--- src/rtl/hilo_div_unit.sv ---
// hilo_div_unit: multi-cycle restoring divider for DIV/DIVU.
// It produces one quotient bit per cycle. The quotient goes to LO and the
// remainder goes to HI. Results leave through a valid/ack handshake.
// A combinational stall request holds the divide in EX until its result is ready.
module hilo_div_unit #(
   parameter int DATA_W = 32
) (
   input  logic              clk,
   input  logic              resetn,
   input  logic              start,
   input  logic              signed_div,
   input  logic [DATA_W-1:0] dividend,
   input  logic [DATA_W-1:0] divisor,
   input  logic              annul,
   input  logic              result_ack,
   output logic              busy,
   output logic              stall_req,
   output logic              result_valid,
   output logic [DATA_W-1:0] result_lo,
   output logic [DATA_W-1:0] result_hi
);

   localparam int CNT_W = $clog2(DATA_W);
   localparam int PR_W  = 2 * DATA_W + 1;

   typedef enum logic [1:0] {
      S_IDLE,
      S_DIVZERO,
      S_ON,
      S_END
   } state_t;

   state_t              state_q, state_d;
   logic [DATA_W-1:0]   dividend_q, dividend_d;      // raw dividend, returned as HI on divide-by-zero
   logic [DATA_W-1:0]   divisor_mag_q, divisor_mag_d;
   logic                q_neg_q, q_neg_d;            // negate quotient at the end
   logic                r_neg_q, r_neg_d;            // negate remainder at the end
   logic [PR_W-1:0]     pr_q, pr_d;                  // {partial remainder, quotient bits}
   logic [CNT_W-1:0]    cnt_q, cnt_d;
   logic [DATA_W-1:0]   lo_q, lo_d;
   logic [DATA_W-1:0]   hi_q, hi_d;

   // One restoring step. Shift left, then trial-subtract the divisor from the upper half.
   logic [PR_W-1:0]     pr_shift;
   logic [DATA_W:0]     trial;
   logic [PR_W-1:0]     pr_step;
   logic [DATA_W-1:0]   dividend_mag;
   logic [DATA_W-1:0]   divisor_mag_in;

   // Datapath for one radix-2 step, plus the operand magnitudes taken at start.
   always_comb begin
      pr_shift       = pr_q << 1;
      trial          = pr_shift[PR_W-1:DATA_W] - {1'b0, divisor_mag_q};
      if (trial[DATA_W]) begin
         pr_step = pr_shift;
      end else begin
         pr_step = {trial, pr_shift[DATA_W-1:1], 1'b1};
      end
      dividend_mag   = (signed_div && dividend[DATA_W-1]) ? -dividend : dividend;
      divisor_mag_in = (signed_div && divisor[DATA_W-1])  ? -divisor  : divisor;
   end

   // Next-state and datapath update. annul wins over start and result_ack.
   always_comb begin
      state_d       = state_q;
      dividend_d    = dividend_q;
      divisor_mag_d = divisor_mag_q;
      q_neg_d       = q_neg_q;
      r_neg_d       = r_neg_q;
      pr_d          = pr_q;
      cnt_d         = cnt_q;
      lo_d          = lo_q;
      hi_d          = hi_q;

      if (annul) begin
         state_d = S_IDLE;
      end else begin
         case (state_q)
            S_IDLE: begin
               if (start) begin
                  dividend_d    = dividend;
                  divisor_mag_d = divisor_mag_in;
                  q_neg_d       = signed_div & (dividend[DATA_W-1] ^ divisor[DATA_W-1]);
                  r_neg_d       = signed_div & dividend[DATA_W-1];
                  pr_d          = {{(DATA_W+1){1'b0}}, dividend_mag};
                  cnt_d         = '0;
                  state_d       = (divisor == '0) ? S_DIVZERO : S_ON;
               end
            end
            S_DIVZERO: begin
               lo_d    = '1;
               hi_d    = dividend_q;
               state_d = S_END;
            end
            S_ON: begin
               pr_d  = pr_step;
               cnt_d = cnt_q + CNT_W'(1);
               if (cnt_q == CNT_W'(DATA_W - 1)) begin
                  // Signs are applied as the last step retires, so END holds final values.
                  lo_d    = q_neg_q ? -pr_step[DATA_W-1:0] : pr_step[DATA_W-1:0];
                  hi_d    = r_neg_q ? -pr_step[2*DATA_W-1:DATA_W] : pr_step[2*DATA_W-1:DATA_W];
                  state_d = S_END;
               end
            end
            S_END: begin
               if (result_ack) begin
                  state_d = S_IDLE;
               end
            end
            default: state_d = S_IDLE;
         endcase
      end
   end

   // State and datapath registers with synchronous active-low reset.
   always_ff @(posedge clk) begin
      if (!resetn) begin
         state_q       <= S_IDLE;
         dividend_q    <= '0;
         divisor_mag_q <= '0;
         q_neg_q       <= 1'b0;
         r_neg_q       <= 1'b0;
         pr_q          <= '0;
         cnt_q         <= '0;
         lo_q          <= '0;
         hi_q          <= '0;
      end else begin
         state_q       <= state_d;
         dividend_q    <= dividend_d;
         divisor_mag_q <= divisor_mag_d;
         q_neg_q       <= q_neg_d;
         r_neg_q       <= r_neg_d;
         pr_q          <= pr_d;
         cnt_q         <= cnt_d;
         lo_q          <= lo_d;
         hi_q          <= hi_d;
      end
   end

   assign busy         = (state_q != S_IDLE);
   assign result_valid = (state_q == S_END);
   assign stall_req    = start & ~result_valid & ~annul;
   assign result_lo    = lo_q;
   assign result_hi    = hi_q;

endmodule

--- config.mk ---
export PLATFORM = sky130hd
export DESIGN_NAME = hilo_div_unit
export DESIGN_NICKNAME = d
export VERILOG_FILES = /design/src/rtl/hilo_div_unit.sv
export SDC_FILE = /design/constraint.sdc
export NUM_CORES = 1
export LEC_CHECK = 0
export CELL_PAD_IN_SITES_DETAIL_PLACEMENT = 2
export CELL_PAD_IN_SITES_GLOBAL_PLACEMENT = 2
export CORE_MARGIN = 3
export CORE_UTILIZATION = 25
export DETAILED_ROUTE_END_ITERATION = 10
export GPL_TIMING_DRIVEN = 0
export PLACE_DENSITY_LB_ADDON = 0.1
export SLEW_MARGIN = 20
export SYNTH_ARGS = -nofsm -noshare
export SYNTH_HDL_FRONTEND = slang
export SYNTH_SLANG_ARGS = --single-unit
--- constraint.sdc ---
create_clock -name clk -period 5.3 [get_ports clk]
set_clock_uncertainty 0.1 [all_clocks]
set_input_delay 1.06 -clock clk [delete_from_list [all_inputs] [get_ports clk]]
set_output_delay 1.06 -clock clk [all_outputs]
set_load 0.03 [all_outputs]
* Word level (Yosys, flattened, before mapping) *
Cells that the tools add are included.

word-level totals
  register bits = 201
  input bits = 70
  output and inout port bits = 67
  word-level logic and storage cells = 60

operators by class
  add/subtract/negate cells = 6
  equality and inequality tests = 7
  mux-type cells = 18
  bitwise operators = 8
  reductions and logical operators = 12

operators by type and width
  cell                                                  number
  two-way mux 32 bit                                    6
  two-way mux 64 bit                                    2
  negator 32 bit                                        4
  case mux 32 bit (2 select lines)                      2
  case mux 64 bit (2 select lines)                      1
  subtractor 33 x 32 -> 33 bit                          1
  logical NOT 32 bit                                    1
  AND reduction 3 bit                                   4
  case mux 5 bit (2 select lines)                       1
  two-way mux 2 bit                                     4
  case mux 2 bit (4 select lines)                       1
  inequality test 2 bit (second input constant)         3
  nonzero test 2 bit                                    3
  adder 5 x 1 -> 5 bit (second input constant)          1
  equality test 5 bit (second input constant)           1
  two-way mux 5 bit                                     1
  AND 1 bit                                             4
  equality test 2 bit (second input constant)           2
  NOT 1 bit                                             3
  equality test 2 x 1 -> 1 bit (second input constant)  1
  logical AND 1 bit                                     2
  logical NOT 2 bit                                     1
  OR reduction 2 bit                                    1
  bitwise XOR 1 bit                                     1

* Logic depth before layout (Yosys ltp) *
  depth after elaboration = 6
  depth in mapped cells = 24
  gate-level depth less buffers = 20

* Worst setup path after synthesis *
No wires, ideal clock.

  path kind = reg-to-reg
  start point = register pr_q[31]
  end point = register hi_q[20] (netlist: result_hi[20])
  setup time = 0.070 ns
  data arrival time = 4.996 ns
  data required time = 5.130 ns
  slack = 0.135 ns
  stages on the path, launching flop included = 23
  buffers on the path = 4
  period minus slack after synthesis = 5.165 ns
  cell sequence = dfxtp_1 > inv_1 > ha_1 > inv_1 > fa_1 > a211oi_2 > o211ai_2 > a221oi_2 > or3_1 > o211a_2 > buf_6 > clkbuf_1 > clkbuf_1 > mux2i_1 > ha_1 > nor3b_1 > mux2i_1 > o21bai_1 > or3_1 > clkbuf_1 > o21ai_0 > mux2_2 > a21oi_1

on the way
  longest elaborated chain between the ends = 6

ends and longest elaborated chain
  item                                  line  RTL
  from (decl)                           38    logic [PR_W-1:0] pr_q, pr_d;
  from (signal assigned)                133   pr_q <= pr_d;
  subtractor 33 x 32 -> 33 bit          53    trial = pr_shift[PR_W-1:DATA_W] - {1'b0, divisor_mag_q};
  two-way mux 64 bit (*)                54    if (trial[DATA_W]) begin
  negator 32 bit                        101   hi_d = r_neg_q ? -pr_step[2*DATA_W-1:DATA_W] : pr_step[2*DATA_W-1:DATA_W];
  two-way mux 32 bit (*)                101
  two-way mux 32 bit (*)                98    if (cnt_q == CNT_W'(DATA_W - 1)) begin
  case mux 32 bit (2 select lines) (*)  78    case (state_q)
  to (signal assigned)                  136   hi_q <= hi_d;
  to (decl)                             41    logic [DATA_W-1:0] hi_q, hi_d;

Every way passes the cells marked *; elsewhere a longest branch is shown, timed or not. The select of a mux whose other input is x is not followed.
A chain may end at the register's enable or synchronous reset.

* Worst setup path in the final report *
  start point = register pr_q[44]
  end point = register hi_q[30] (netlist: result_hi[30])

Same word-level chain as after synthesis.

==> results.toml <==
[timing]
tightest_slew_ns = 1.01
setup_tns_ns = 0
hold_violations = 0
fin_crit_sh = 0.958
fmax_mhz = 197
period_needed_ns = 5.08
rsz0062_at_grt = "false"
finalMaxSlewViolations = 0
setup_viol = 0
slew_headroom = 0.326
layout_setup_ws_ns = 0.222

[route]
drtIter0Drc = 742
avgViaCountPerCell = 5.30
vias = 13600
drc = 0
drt.antenna.violating_nets = 0
first_pass_iters = 5
post_drt_wl_per_cell_um = 24.7
wl_mm = 63.7

[setup_path]
slowest_delay_ns = 0.48
crit_fanout = 12
r2r_start = "pr_q[44]$_SDFFE_PN0P_"
critPathLaunch = "pr_q[44]$_SDFFE_PN0P_"
worstPathRequired_ns = 5.59
cpMostUsedCell = "or3_4"
rr_endpoint = "result_hi[30]$_SDFFE_PN0P_"
cp.arrival_ns = 5.37
critical_path.cell_chain = "ha_1 -> nand4_2 -> a2111oi_4 -> a221oi_4 -> or3_4 -> o211a_4 -> clkinv_8 -> buf_8 -> clkbuf_16 -> nor2_1 -> a21oi_4 -> ha_4 -> nor3b_2 -> mux2i_1 -> o21bai_4 -> or3_4 -> o41ai_2 -> xor2_1 -> o22ai_1"
path_class = "reg2reg"
endpoint_kind = "flop"
critPathLaunchType = "flop"
r2r_cells = 19
reg2reg_slack_ns = 0.22
cpMaxStageDelayCell = "ha_1"

[floorplanning]
rows = 82
start_util = 0.255
core_um2 = 50500
die_x_um = 233
die_h_um = 233
io_pins = 137
dieArea_um2 = 54200

[global_routing]
grt.total_usage = 0.231
grt_max_degree = 20
antenna_found_initial = 1
grt_first_pass_wirelength_mm = 94.0
grt.busiest_layer = "met2"
met3_usage = 0.0274
use_met1 = 0.295
globalRouteMet2Util = 0.400
globalRouteOverflowTotal = 0
grt_pass1_vias = 14400

[pwr]
p_int_mw = 3.17
peakVddDrop_mv = 0.154
p_per_area_nw_per_um2 = 295
p_seq_frac = 0.353
p_switching_mw = 1.60
combPwrFrac = 0.251
p_clk_frac = 0.396
power_leakage_nw = 5.76
p_sw_frac = 0.336

[logic_synthesis]
synth_seq_cells = 201
synthMostInstantiatedCell = "a21oi_1"
synth_area_um2 = 12900
synth_top_cell_area_share = 0.313
syn_avg_cell_area_um2 = 7.47
ys_types = 75
synthXorXnorAreaFrac = 0.0866
synth.mux.area_fraction = 0.0323
synth-seq-area-share = 0.313
synth-warning-count = 0
synthAdderAreaFrac = 0.0415
synth-simple-area-share = 0.212
synthTopCellsByArea = "dfxtp_1 31%, a21oi_1 8.3%, nor2_1 6.0%, nand2_1 5.0%, xor2_1 4.8%"
syn_nets = 1832
synthTopCellsByCount = "214 x a21oi_1, 204 x nor2_1, 201 x dfxtp_1"
synth_top_cell_by_area = "dfxtp_1"
synth_ff_type = "dfxtp_1"
synth_edf_count = 0
synth_top_family_by_area = "compound AO/OA/AOI/OAI gates"
postSynth.asyncResetShare = 0
synth_compound_area_frac = 0.262
netlist_instances = 1720

[hold_path]
whs_endpoint = "dividend_q[19]$_SDFFE_PN0P_"
hp-class = "reg2reg"
min_path_cells = 2
hold_start = "dividend_q[19]$_SDFFE_PN0P_"

[placement]
io_buffers = 135
place_congestion = 0.862
dp.cells = 2527
dp_hpwl_mm = 51.5
pre_cts_ws_ns = -1.80
place_area_um2 = 15100

[clock_tree]
path_clk_slew_ns = 0.07
cts.root.buffer_cell = "clkbuf_16"
holdBufCountCts = 0
clockBufferDepth = 3
cts_sinks = 201
clk_latency_ns = 0.55
numCtsBuffers = 27
cts_tree = "yes"
cts-htree-levels = 1

[finish]
final_util = 0.320
fin_nets = 1998
diodes = 0
fin_cells = 2576
syn_to_final_growth_pct = 25.8
layout-drive-gt1-share = 0.0488
fin_area_um2 = 16200

[run]
drv_cap = 0

[outcome]
status = "completed"
-- worst max path at each step --
| stage | end | slack (ns) |
|---|---|---|
| floorplan | result_hi[20]$_SDFFE_PN0P_ | 0.13 |
| global placement | result_hi[18]$_SDFFE_PN0P_ | -1.78 |
| detailed placement | result_hi[18]$_SDFFE_PN0P_ | -1.80 |
| CTS | result_hi[30]$_SDFFE_PN0P_ | 0.04 |
| global route | result_hi[30]$_SDFFE_PN0P_ | 0.009 |
| finish | result_hi[30]$_SDFFE_PN0P_ | 0.22 |
-- through the flow --
step           hold slack (ns)  power, mW
6_report                 0.356       4.77
5_1_grt                  0.365       5.00
4_1_cts                  0.358       4.83
3_5_place_dp             0.350       2.89
3_3_place_gp             0.343       2.87
2_1_floorplan            0.332       2.39
-- power by group through the flow --
stage / Sequential, mW / Clock (mW) / Combinational (mW)
detailed placement: 1.72 / 0 / 1.18
global placement: 1.71 / 0 / 1.16
finish: 1.68 / 1.89 / 1.20
floorplan: 1.75 / 0 / 0.635
CTS: 1.68 / 1.94 / 1.20
global route: 1.70 / 2.00 / 1.31
-- logic make-up after synthesis --
| kind of cell | Yosys count |
|---|---|
| simple gates | 589 |
| compound gates | 543 |
| flops | 201 |
| buf+inv | 177 |
| xor+xnor | 127 |
| fa+ha+maj | 42 |
| mux | 41 |
-- metal layers --
| metal | wire length, µm | part of all wire |
|---|---|---|
| met5 | 0 | 0 |
| met3 | 2230 | 0.035 |
| met4 | 2350 | 0.037 |
| met2 | 30400 | 0.48 |
| met1 | 28700 | 0.45 |
-- what timing repair did --
item	4_1_cts	5_1_grt
buffers inserted	3	2
gates resized for setup	29	10
pin swaps	5	4
setup endpoints to repair	54	10
-- state kept, by name, indices dropped and copies added (netlist names) --
signal,count
cnt_q,5
r_neg_q,1
divisor_mag_q,32
q_neg_q,1
pr_q,64
result_hi,32
state_q,2
dividend_q,32
result_lo,32
-- critical path: cells and delay by family (launching register included) --
kind / cells / cell delay, ns
XOR/XNOR: 1 / 0.33
multiplexers: 1 / 0.11
adder cells (fa/ha/maj): 2 / 0.64
buffers and inverters: 3 / 0.48
flip-flops: 1 / 0.39
AND/OR/NAND/NOR: 5 / 1.27
AO/OA/AOI/OAI: 7 / 1.56
-- final cells by class --
class	instances	area (µm²)
well taps	672	841
clock inverters	9	126
multi-input cells	1342	8280
inverters	71	279
flip-flops and latches	201	4020
clock buffers	38	767
fillers	5942	34300
repair buffers	140	1390
plain buffers	103	455
-- cells in the final DEF (no fill, tap or decap), types with 11 or more instances in the layout --
master	count
a31oi_1	17
nand4_1	12
and2_1	41
xnor2_1	56
and3_1	13
a211oi_1	43
o41ai_1	14
mux2i_1	35
clkdlybuf4s50_1	135
a21oi_1	213
dfxtp_1	201
clkbuf_16	28
or3_1	23
o21ai_0	106
xor2_1	71
inv_1	68
nand2_1	171
ha_1	40
a311oi_1	11
o22ai_1	33
nor2_1	202
nor3_1	37
nor4_1	15
clkbuf_1	91
nand3_1	25
o31ai_1	19
Note: power is estimated with default switching activity, not from simulation.
